===== config.mk =====
export PLATFORM = sky130hd
export DESIGN_NAME = icache_loader_flat
export DESIGN_NICKNAME = d
export VERILOG_FILES = /design/src/rtl/icache_loader_if.sv /design/src/rtl/icache_loader.sv /design/src/flat_wrapper.sv
export SDC_FILE = /design/constraint.sdc
export NUM_CORES = 1
export LEC_CHECK = 0
export CORE_ASPECT_RATIO = 1.2
export CORE_UTILIZATION = 52
export DETAILED_ROUTE_END_ITERATION = 7
export GPL_ROUTABILITY_DRIVEN = 0
export PLACE_DENSITY = 0.85
export SKIP_CTS_REPAIR_TIMING = 1
export SLEW_MARGIN = 25
export SYNTH_ARGS = -nofsm -noshare
export SYNTH_HDL_FRONTEND = slang
export SYNTH_SLANG_ARGS = --single-unit
export TNS_END_PERCENT = 10

===== constraint.sdc =====
create_clock -name clk -period 4.6 [get_ports clk]
set_clock_uncertainty 0.1 [all_clocks]
set_input_delay 0.46 -clock clk [delete_from_list [all_inputs] [get_ports clk]]
set_output_delay 0.46 -clock clk [all_outputs]
set_load 0.005 [all_outputs]

===== src/rtl/icache_loader_if.sv =====
// rtl/icache_loader_if.sv - byte-stream input and cache write port bundle for icache_loader
interface icache_loader_if;
    logic        rx_valid;
    logic [7:0]  rx_data;
    logic        start;
    logic        write;
    logic [31:0] instruction_index;
    logic [15:0] instruction;
    logic        cpu_not_enable;
    logic        done;
    logic        error;

    modport master (
        output rx_valid, rx_data, start,
        input  write, instruction_index, instruction, cpu_not_enable, done, error
    );

    modport slave (
        input  rx_valid, rx_data, start,
        output write, instruction_index, instruction, cpu_not_enable, done, error
    );
endinterface


===== src/rtl/icache_loader.sv =====
// rtl/icache_loader.sv - framed byte-stream loader that fills the instruction cache
module icache_loader #(
    parameter int DEPTH          = 128,
    parameter int TIMEOUT_CYCLES = 1000000
) (
    input  logic            clk,
    input  logic            rst_n,
    icache_loader_if.slave  bus
);
    localparam int TW = $clog2(TIMEOUT_CYCLES + 1);

    typedef enum logic [2:0] {
        S_LEN_LO, S_LEN_HI, S_DATA_LO, S_DATA_HI, S_CHECK, S_DONE, S_ERROR
    } state_t;

    state_t      state_q, state_d;
    logic [7:0]  len_lo_q;
    logic [15:0] len_q;
    logic [7:0]  lo_q;
    logic [7:0]  csum_q;
    logic [15:0] wr_count_q;
    logic [TW-1:0] timer_q;
    logic        write_q;
    logic [31:0] index_q;
    logic [15:0] instr_q;
    logic        done_c, error_c, cpu_ne_c;

    logic        active;
    logic        timeout;
    logic        last_instr;
    logic [15:0] len_word;

    // The idle timer only matters while a frame is partially received.
    assign active     = (state_q == S_LEN_HI) || (state_q == S_DATA_LO) ||
                        (state_q == S_DATA_HI) || (state_q == S_CHECK);
    assign timeout    = active && !bus.rx_valid && (timer_q == TW'(TIMEOUT_CYCLES - 1));
    assign len_word   = {bus.rx_data, len_lo_q};
    assign last_instr = (wr_count_q + 16'd1) == len_q;

    // State register.
    always_ff @(posedge clk or negedge rst_n) begin
        if (!rst_n) state_q <= S_LEN_LO;
        else        state_q <= state_d;
    end

    // Next-state and status outputs; start beats a timeout, which beats a byte.
    always_comb begin
        state_d  = state_q;
        done_c   = (state_q == S_DONE);
        error_c  = (state_q == S_ERROR);
        cpu_ne_c = (state_q != S_DONE);
        if (bus.start) begin
            state_d = S_LEN_LO;
        end else if (timeout) begin
            state_d = S_ERROR;
        end else if (bus.rx_valid) begin
            case (state_q)
                S_LEN_LO:  state_d = S_LEN_HI;
                S_LEN_HI: begin
                    if (len_word > 16'(DEPTH))  state_d = S_ERROR;
                    else if (len_word == 16'd0) state_d = S_CHECK;
                    else                        state_d = S_DATA_LO;
                end
                S_DATA_LO: state_d = S_DATA_HI;
                S_DATA_HI: state_d = last_instr ? S_CHECK : S_DATA_LO;
                S_CHECK:   state_d = (bus.rx_data == csum_q) ? S_DONE : S_ERROR;
                default:   state_d = state_q;
            endcase
        end
    end

    // Datapath: length, checksum, idle timer and the registered write port.
    always_ff @(posedge clk or negedge rst_n) begin
        if (!rst_n) begin
            len_lo_q   <= '0;
            len_q      <= '0;
            lo_q       <= '0;
            csum_q     <= '0;
            wr_count_q <= '0;
            timer_q    <= '0;
            write_q    <= 1'b0;
            index_q    <= '0;
            instr_q    <= '0;
        end else if (bus.start) begin
            csum_q     <= '0;
            wr_count_q <= '0;
            timer_q    <= '0;
            write_q    <= 1'b0;
            index_q    <= '0;
        end else begin
            write_q <= 1'b0;
            if (active && !bus.rx_valid && !timeout) timer_q <= timer_q + 1'b1;
            else                                     timer_q <= '0;
            if (bus.rx_valid) begin
                case (state_q)
                    S_LEN_LO:  len_lo_q <= bus.rx_data;
                    S_LEN_HI:  len_q    <= len_word;
                    S_DATA_LO: begin
                        lo_q   <= bus.rx_data;
                        csum_q <= csum_q ^ bus.rx_data;
                    end
                    S_DATA_HI: begin
                        csum_q     <= csum_q ^ bus.rx_data;
                        write_q    <= 1'b1;
                        instr_q    <= {bus.rx_data, lo_q};
                        // Index only moves when a new write is issued, so it
                        // stays stable between writes for the cache's sampling.
                        index_q    <= {16'd0, wr_count_q};
                        wr_count_q <= wr_count_q + 16'd1;
                    end
                    default: ;
                endcase
            end
        end
    end

    // A start arriving while a write is on the port cancels that write.
    assign bus.write             = write_q & ~bus.start;
    assign bus.instruction_index = index_q;
    assign bus.instruction       = instr_q;
    assign bus.done              = done_c;
    assign bus.error             = error_c;
    assign bus.cpu_not_enable    = cpu_ne_c;
endmodule


===== src/flat_wrapper.sv =====
// flat-port wrapper written by rule: the top's interface ports become plain ports
module icache_loader_flat 
#(
    parameter int DEPTH          = 128,
    parameter int TIMEOUT_CYCLES = 1000000
)
  (clk, rst_n, bus_rx_valid, bus_rx_data, bus_start, bus_write, bus_instruction_index, bus_instruction, bus_cpu_not_enable, bus_done, bus_error);
  icache_loader_if bus_i ();
  input  logic clk;
  input  logic rst_n;
  input wire logic [$bits(bus_i.rx_valid)-1:0] bus_rx_valid;
  input wire logic [$bits(bus_i.rx_data)-1:0] bus_rx_data;
  input wire logic [$bits(bus_i.start)-1:0] bus_start;
  output wire logic [$bits(bus_i.write)-1:0] bus_write;
  output wire logic [$bits(bus_i.instruction_index)-1:0] bus_instruction_index;
  output wire logic [$bits(bus_i.instruction)-1:0] bus_instruction;
  output wire logic [$bits(bus_i.cpu_not_enable)-1:0] bus_cpu_not_enable;
  output wire logic [$bits(bus_i.done)-1:0] bus_done;
  output wire logic [$bits(bus_i.error)-1:0] bus_error;
  assign bus_i.rx_valid = bus_rx_valid;
  assign bus_i.rx_data = bus_rx_data;
  assign bus_i.start = bus_start;
  assign bus_write = bus_i.write;
  assign bus_instruction_index = bus_i.instruction_index;
  assign bus_instruction = bus_i.instruction;
  assign bus_cpu_not_enable = bus_i.cpu_not_enable;
  assign bus_done = bus_i.done;
  assign bus_error = bus_i.error;
  icache_loader #(.DEPTH(DEPTH), .TIMEOUT_CYCLES(TIMEOUT_CYCLES)) u_core (.clk(clk), .rst_n(rst_n), .bus(bus_i));
endmodule

==> out/metrics.yaml <==
status:
  status: "finished, final reports clean"
synth:
  yosysMostFrequentCell: "dfrtp_1"
  yosys_warnings: 0
  yosys.area_share.simple_pct: 18.5
  synth.area.mux_share_pct: 6.97
  yosysTopAreaCellShare_pct: 51.4
  synth_common_cells: "dfrtp_1 (112), nand2_1 (86), nor2_1 (51), xnor2_1 (37), mux2_2 (32)"
  synth_edf_count: 0
  synth_adder_area_share_pct: 0.459
  ys_seq_area_share_pct: 51.4
  yosysTopAreaCell: "dfrtp_1"
  yosys_register_bits: 112
  synth_area_per_cell_um2: 10.3
  synth_compound_area_share_pct: 8.01
  synthCells: 531
  synth_top_family_by_area: "simple AND/OR/NAND/NOR gates"
  syn-cell-area_mm2: 0.00545
  ys_types: 48
  ys_top_cells_by_area: "dfrtp_1 (51%), mux2_2 (6.6%), xnor2_1 (5.9%)"
  async_reset_ff_share_pct: 100
  synth-xor-area-share_pct: 9.89
  ys.flop_type: "dfrtp_1"
floorplan:
  die_area_mm2: 0.0109
  num_io_pins: 64
  fp.dieH_um: 114
  row_count: 40
  core_area_mm2: 0.0101
  start_util_pct: 53.9
  die_w_um: 95.5
worst_setup_path:
  cpMaxStageDelayCell: "dfrtp_1"
  startpoint_type: "register"
  rr_worst_depth: 7
  cp.depth: 7
  worstPathArrival_ns: 2.98
  cp.buffers_inverters: 0
  cp_max_fo: 7
  crit_required_ns: 4.73
  crit_chain: "ha_1 -> nand4_1 -> nor4_1 -> a21boi_0 -> or4_1 -> o41ai_1 -> a21oi_1"
  crit_family: "simple AND/OR/NAND/NOR gates"
  endpoint_kind: "register"
  cpPeakStageDelay_ns: 0.49
  crit_type: "reg2reg"
timing:
  slew-limit-headroom_pct: 46.6
  fin_crit_sh_pct: 62.0
  tightest_slew_ns: 0.799
  rsz0062_at_grt: "no"
  fmax_mhz: 351
  setup-tns-final_ns: 0
  finalHoldViolCount: 0
  setup_viol: 0
  period_needed_ns: 2.85
  finalMaxSlewViolations: 0
global_routing:
  grt_max_degree: 84
  antenna_found_initial: 0
  grt_pass1_vias: 4182
  grt_pass1_wl_um: 20000
  track_usage_pct: 24.0
  grt-ovfl-total: 0
pwr:
  ir_drop_uv: 234
  power_mw: 2.61
  leakagePower_nw: 2.73
  power.density_mw_per_mm2: 416
drt:
  routed_via_density: 5.80
  drc: 0
  first_iter_violations: 321
  ant_nets: 0
  wl_um: 12000
  via_count: 4049
  drt-pass1-iter-count: 5
  wl_per_cell_um: 17.2
clocking:
  cts_buffer_depth: 2
  tritoncts: "done"
  cts-root-buf: "clkbuf_16"
  h-tree-depth: 3
  clkTransAtPathRegs_ns: 0.08
  cts-buffers-inserted: 9
  clock_latency_ns: 0.35
  clock_sinks: 112
place:
  io_buffers: 47
  dp_hpwl_um: 8190
hold_path:
  hold_path.class: "in2async"
layout:
  antenna_cells: 0
  drive_above_1_share_pct: 10.5
  final_nets: 581
  area_growth_pct: 15.1
  fillers: 778
run:
  maxCapViolations: 0
## through the flow
step / worst slack [ns] / std cells / util (%) / hold slack (ns) / cell area (um2)
floorplan: 2.21 / 546 / - / 0.0644 / 5510
global placement: 1.60 / 682 / 58.7 / 0.341 / 5940
detailed placement: 1.47 / 682 / 58.7 / 0.361 / 5940
CTS: 1.76 / 698 / 62.0 / 0.227 / 6270
global route: 1.51 / 698 / 62.1 / 0.117 / 6280
finish: 1.75 / 698 / 62.1 / 0.0256 / 6280
## registers in the layout (all words and copies together) (netlist names)
register / cells
u_core.bus.instruction: 16
u_core.bus.instruction_index: 16
u_core.csum_q: 8
u_core.len_lo_q: 8
u_core.len_q: 16
u_core.lo_q: 8
u_core.state_q: 3
u_core.timer_q: 20
u_core.wr_count_q: 16
u_core.write_q: 1
## placed cells by master, fill, tap and decap left out, drive strengths merged, types with 2 or more instances in the layout
cell	instances
dfrtp	112
nand2	86
nor2	51
clkdlybuf4s50	46
xnor2	37
mux2	32
xor2	22
o21ai	21
nand3	20
conb	16
a22o	16
nor3	10
nor4	10
clkbuf	10
nand4	9
a21oi	8
inv	7
and3	6
buf	5
nor2b	4
nor3b	4
or3	3
o31ai	3
or4	3
nand3b	3
o211a	2
mux2i	2
o41ai	2
ha	2
bufinv	2
clkinvlp	2
## worst reg2reg max path, cell delays in order (launching register included)
cell and delay (ns):
dfrtp_1 0.49, ha_1 0.31, nand4_1 0.30, nor4_1 0.36, a21boi_0 0.20, or4_1 0.44, o41ai_1 0.42, a21oi_1 0.12
## logic make-up after synthesis
logic type | Yosys count
AND/OR/NAND/NOR | 213
other | 1
XOR/XNOR | 60
adder cells (fa/ha/maj) | 2
buffers and inverters | 47
flip-flops | 112
multiplexers | 34
AO/OA/AOI/OAI | 62
## layout make-up
class                           instances  area [um2]  share of cell area, %
Tap cell                              126         158                   2.51
Clock inverter                          6        91.3                   1.46
Multi-Input combinational cell        387        2460                   39.2
Sequential cell                       112        2800                   44.6
Timing Repair Buffer                   51         502                   7.99
Inverter                                6        22.5                  0.359
Clock buffer                           10         239                   3.81
## final timing paths
kind	from	to	slack, ns
max in group asynchronous	rst_n	u_core.wr_count_q[7]	3.50
min reg2reg	u_core.lo_q[5]	u_core.bus.instruction[5]	0.38
max reg2reg	u_core.wr_count_q[0]	u_core.state_q[1]	1.75
min	rst_n	u_core.bus.instruction[13]	0.03
min in group clk	u_core.lo_q[5]	u_core.bus.instruction[5]	0.38
max	u_core.wr_count_q[0]	u_core.state_q[1]	1.75
## per-layer routing
layer  vias to the layer above  GRT usage [%]  wire length (um)  share of wire [%]
li1                       1862              -                 -                  -
met1                      1994           28.6              4760                 40
met2                       154           40.7              6300                 53
met3                        39           3.98               494                4.1
met4                         0           13.4               431                3.6
met5                         -              0                 0                  0
## power breakdown
| part | switching (mW) | internal, mW | leakage, nW | total, mW |
|---|---|---|---|---|
| clock network | 0.358 | 0.495 | 0.157 | 0.853 |
| registers | 0.129 | 1.14 | 1.49 | 1.27 |
| logic | 0.215 | 0.272 | 1.08 | 0.487 |
| total | 0.702 | 1.91 | 2.73 | 2.61 |
No activity file was read; power rests on OpenSTA's default activity.
==> patch 1 (same settings) <==
`TIMEOUT_CYCLES` is set to 1000000 in 2 places; all go to 500000.
--- a/src/rtl/icache_loader.sv
+++ b/src/rtl/icache_loader.sv
@@ -1,7 +1,7 @@
 // rtl/icache_loader.sv - framed byte-stream loader that fills the instruction cache
 module icache_loader #(
     parameter int DEPTH          = 128,
-    parameter int TIMEOUT_CYCLES = 1000000
+    parameter int TIMEOUT_CYCLES = 500000
 ) (
     input  logic            clk,
     input  logic            rst_n,
--- a/src/flat_wrapper.sv
+++ b/src/flat_wrapper.sv
@@ -2,7 +2,7 @@
 module icache_loader_flat 
 #(
     parameter int DEPTH          = 128,
-    parameter int TIMEOUT_CYCLES = 1000000
+    parameter int TIMEOUT_CYCLES = 500000
 )
   (clk, rst_n, bus_rx_valid, bus_rx_data, bus_start, bus_write, bus_instruction_index, bus_instruction, bus_cpu_not_enable, bus_done, bus_error);
   icache_loader_if bus_i ();
Check against the original RTL: no difference found for any inputs over 4 cycles, from zero or initial values and one cycle with rst_n low; that may be too few to reach the edited logic, so the function may still have changed.
==> patch 1 against the unedited design <==
- count of clock-buffer cells in the layout is the same
- sequential power is essentially flat
- design area grew 0.24%
- worst setup slack gained 0.13 ns
- critical path depth grew 1
- worst hold slack gained 0.11 ns
- wire length shrank 4.4%
- total power shrank 3.7%
- non-clock buffer count is the same
- synthesized area grew 1.6%
- sequential cell count shrank 1
- critical path type unchanged
==> patch 1: results (changes against the unedited design) <==
| Metric | Value |
|---|---|
| Total number of vias | 4037 (was 4049) |
| Asr flop ratio synth | 100% (unchanged) |
| Vias in the first global route | 3940 (was 4182) |
| Filler cells | 780 (was 778) |
| Pre-CTS WS | 1.63 ns (was 1.47 ns) |
| Share of cells above drive strength 1 | 11.0% (was 10.5%) |
| Compound-cell area share of the yosys netlist | 9.58% (was 8.01%) |
| Internal | 1.79 mW (was 1.91 mW) |
| Slew @ Worst Pin | 0.904 ns (was 0.799 ns) |
| Post-synthesis cell type count | 59 (was 48) |
| Inserted Clock Buffers | 9 (unchanged) |
| Setup crit start kind | register (unchanged) |
| Reg2reg start | u_core.wr_count_q[0] (unchanged) |
| Bufs w/o clock | 51 (unchanged) |
| Lkg Pwr | 2.75 nW (was 2.73 nW) |
| First-pass GRT wire length | 18800 um (was 20000 um) |
| FF+latch count, synth | 111 (was 112) |
| Critical path destination | u_core.state_q[1] (unchanged) |
| Total track usage | 22.4% (was 24.0%) |
| Area contributors post-synth | dfrtp_1 50%, mux2_2 6.7%, xor2_1 5.2% (was dfrtp_1 51%, mux2_2 6.6%, xnor2_1 5.9%) |
| Nets@finish | 590 (was 581) |
| Reg-to-reg endpoint | u_core.state_q[1] (unchanged) |
| Synth Area in Adders | 0.452% (was 0.459%) |
| Largest register FFs | 19 (was 20) |
| CP max stage cell | or4_1 (was dfrtp_1) |
| Initial antenna violation count | 0 (unchanged) |
| Non-clk invs | 10 (was 6) |
| Final WL | 11500 um (was 12000 um) |
| Mux cell area share after synthesis | 6.89% (was 6.97%) |
| CP arrival | 2.86 ns (was 2.98 ns) |
| CTS H-Tree Depth | 3 (unchanged) |
| Largest register by flop count | u_core.timer_q (unchanged) |
| Register area | 2780 sq um (was 2800 sq um) |
| Post-synthesis xor/xnor area fraction | 8.70% (was 9.89%) |
| Clock buffer depth | 2 (unchanged) |
| Multi-input gates | 393 (was 387) |
| Largest net degree at the start of global routing | 75 (was 84) |
| Worst hold path class | input pin to asynchronous set/reset pin (unchanged) |
| Critical path fanouts, max | 9 (was 7) |
| Outcome | finished clean (unchanged) |
| Peak VDD IR | 0.000205 V (was 0.000234 V) |
| Setup slack, reg-to-reg | 1.87 ns (was 1.75 ns) |
| Port Buffer Count | 47 (unchanged) |
| DR iter-0 viols | 210 (was 321) |
| Drt first pass iters | 4 (was 5) |
| R2R depth | 8 (was 7) |
| Most common library cells after synthesis | 111 x dfrtp_1, 75 x nand2_1, 47 x nor2_1 (was 112 x dfrtp_1, 86 x nand2_1, 51 x nor2_1) |
| Area of the multi-input gates | 2520 sq um (was 2460 sq um) |
| Data buffer area share | 7.91% (was 7.99%) |
| Hpwl dp | 8070 um (was 8190 um) |
| Clock buffers and inverters, area share | 4.73% (was 5.26%) |
| Ant diodes | 0 (unchanged) |
| Synth warn | 0 (unchanged) |
| Comb group | 0.469 mW (was 0.487 mW) |
| Post-synthesis sequential area ratio | 50.1% (was 51.4%) |
| Clk_lat worst skew | 0.36 ns |
| Clock-pin slew on the worst setup and hold paths | 0.08 ns (about the same) |
| Final setup margin | 1.87 ns (was 1.75 ns) |
patch 1: cell count changes after synthesis, sizes merged, moves of 9 or more:
cell / change
xnor2: -15
a21oi: +11
nand2: -11
xor2: +11
or3: +9
patch 1: routing by layer:
| metal | vias to the layer above | share of wire [%] | global-route usage [%] |
|---|---|---|---|
| met5 | - | 0 | 0 |
| li1 | 1912 | - | - |
| met1 | 1977 | 42 | 28.3 |
| met2 | 123 | 51 | 37.6 |
| met4 | 0 | 2.8 | 10.0 |
| met3 | 25 | 4.0 | 3.51 |
patch 1: stage by stage:
step	hold WS (ns)	util (%)	power, mW	area, sq um	instances
2_1_floorplan	0.0644	-	1.58	5600	560
3_3_place_gp	0.348	59.0	1.72	5990	691
3_5_place_dp	0.361	59.0	1.75	5990	691
4_1_cts	0.180	61.9	2.53	6290	707
5_1_grt	0.215	61.9	2.63	6290	707
6_report	0.136	61.9	2.52	6290	707
==> patch 2 (config.mk and constraints unchanged) <==
Without the edit above. The 7 states of `state_t` get a one-hot encoding in 7 bits.
--- a/src/rtl/icache_loader.sv
+++ b/src/rtl/icache_loader.sv
@@ -9,8 +9,8 @@
 );
     localparam int TW = $clog2(TIMEOUT_CYCLES + 1);
 
-    typedef enum logic [2:0] {
-        S_LEN_LO, S_LEN_HI, S_DATA_LO, S_DATA_HI, S_CHECK, S_DONE, S_ERROR
+    typedef enum logic [6:0] {
+        S_LEN_LO = 7'b0000001, S_LEN_HI = 7'b0000010, S_DATA_LO = 7'b0000100, S_DATA_HI = 7'b0001000, S_CHECK = 7'b0010000, S_DONE = 7'b0100000, S_ERROR = 7'b1000000
     } state_t;
 
     state_t      state_q, state_d;
Check against the original RTL: same outputs for any inputs over 4 cycles, from zero or initial values and one cycle with rst_n low; so few cycles prove little.
==> patch 2 against the unedited design <==
- critical path depth shrank 1
- synthesized area is 6.9% higher
- worst setup slack better by 0.057 ns
- critical path type unchanged
- design area grew 9.2%
- the flow now finishes with violations (hold timing)
- total power grew 6.1%
- via count rose by 4.3%
- sequential cell count is 4 higher
- final cell count rose by 5.9%
- non-clock buffer count fell by 1
- wire length is 2.6% higher
==> patch 2: results (changes against the unedited design) <==
| Metric | Value |
|---|---|
| Outcome | finished with violations (was finished clean) |
| Violated checks | hold timing |
| Clock-pin slew on the worst setup and hold paths | 0.05 ns (was 0.08 ns) |
| Dpl cells | 708 (was 682) |
| Area contributors post-synth | dfrtp_1 49%, mux2_2 7.7%, xnor2_1 6.0% (was dfrtp_1 51%, mux2_2 6.6%, xnor2_1 5.9%) |
| First-pass GRT wire length | 21000 um (was 20000 um) |
| Fin cells | 739 (was 698) |
| Filler cells | 834 (was 778) |
| M3 GR Usage | 5.64% (was 3.98%) |
| Lkg Pwr | 2.90 nW (was 2.73 nW) |
| Vias in the first global route | 4369 (was 4182) |
| CP max stage cell | or3_1 (was dfrtp_1) |
| Clk_lat worst skew | 0.41 ns (was 0.35 ns) |
| CTS H-Tree Depth | 4 (was 3) |
| Clock Power | 1.35 mW (was 0.853 mW) |
| Metal2 WL | 6310 um (was 6300 um) |
| Post-Synthesis Cells | 562 (was 531) |
| Worst rel slew slack | 32.3% (was 46.6%) |
| Synth Area in Adders | 0.429% (was 0.459%) |
| Nets@finish | 609 (was 581) |
| Seq pwr share | 41.8% (was 48.7%) |
| Fin. Hold Viols | 10 (was 0) |
| GRT met1 Usage | 28.4% (was 28.6%) |
| Final WL | 12300 um (was 12000 um) |
| Critical path destination | u_core.bus.instruction[3] (was u_core.state_q[1]) |
| Mux cell area share after synthesis | 9.79% (was 6.97%) |
| Reg2reg start | u_core.state_q[5] (was u_core.wr_count_q[0]) |
| Switching Share | 22.8% (was 26.9%) |
| Post-synthesis cell type count | 53 (was 48) |
| Post-DP Area | 6240 sq um (was 5940 sq um) |
| WHS | -0.0213 ns (was 0.0256 ns) |
| Critical path fanouts, max | 24 (was 7) |
==> patch 2: per-stage QoR <==
stage	hold slack [ns]	utilization, %	setup slack [ns]	power [mW]
2_1_floorplan	0.0644	-	2.14	1.35
3_3_place_gp	0.369	56.8	1.61	1.41
3_5_place_dp	0.390	56.8	1.53	1.43
4_1_cts	0.147	62.4	1.81	2.78
5_1_grt	0.0413	62.4	1.69	2.87
6_report	-0.0213	62.4	1.81	2.77
==> patch 2: final cells by class <==
cell class | instances | area [sq um] | area share (%)
well taps | 132 | 165 | 2.41
clock inverters | 11 | 159 | 2.32
multi-input cells | 403 | 2660 | 38.9
clock buffers | 20 | 447 | 6.52
repair buffers | 50 | 489 | 7.14
flip-flops and latches | 116 | 2900 | 42.4
inverters | 7 | 26.3 | 0.383
==> patch 2: critical path: cells and delay by family, from the launching register on <==
kind / cells / cell delay (ns)
buf+inv: 1 / 0.24
flops: 1 / 0.41
mux: 1 / 0.39
simple gates: 4 / 1.53
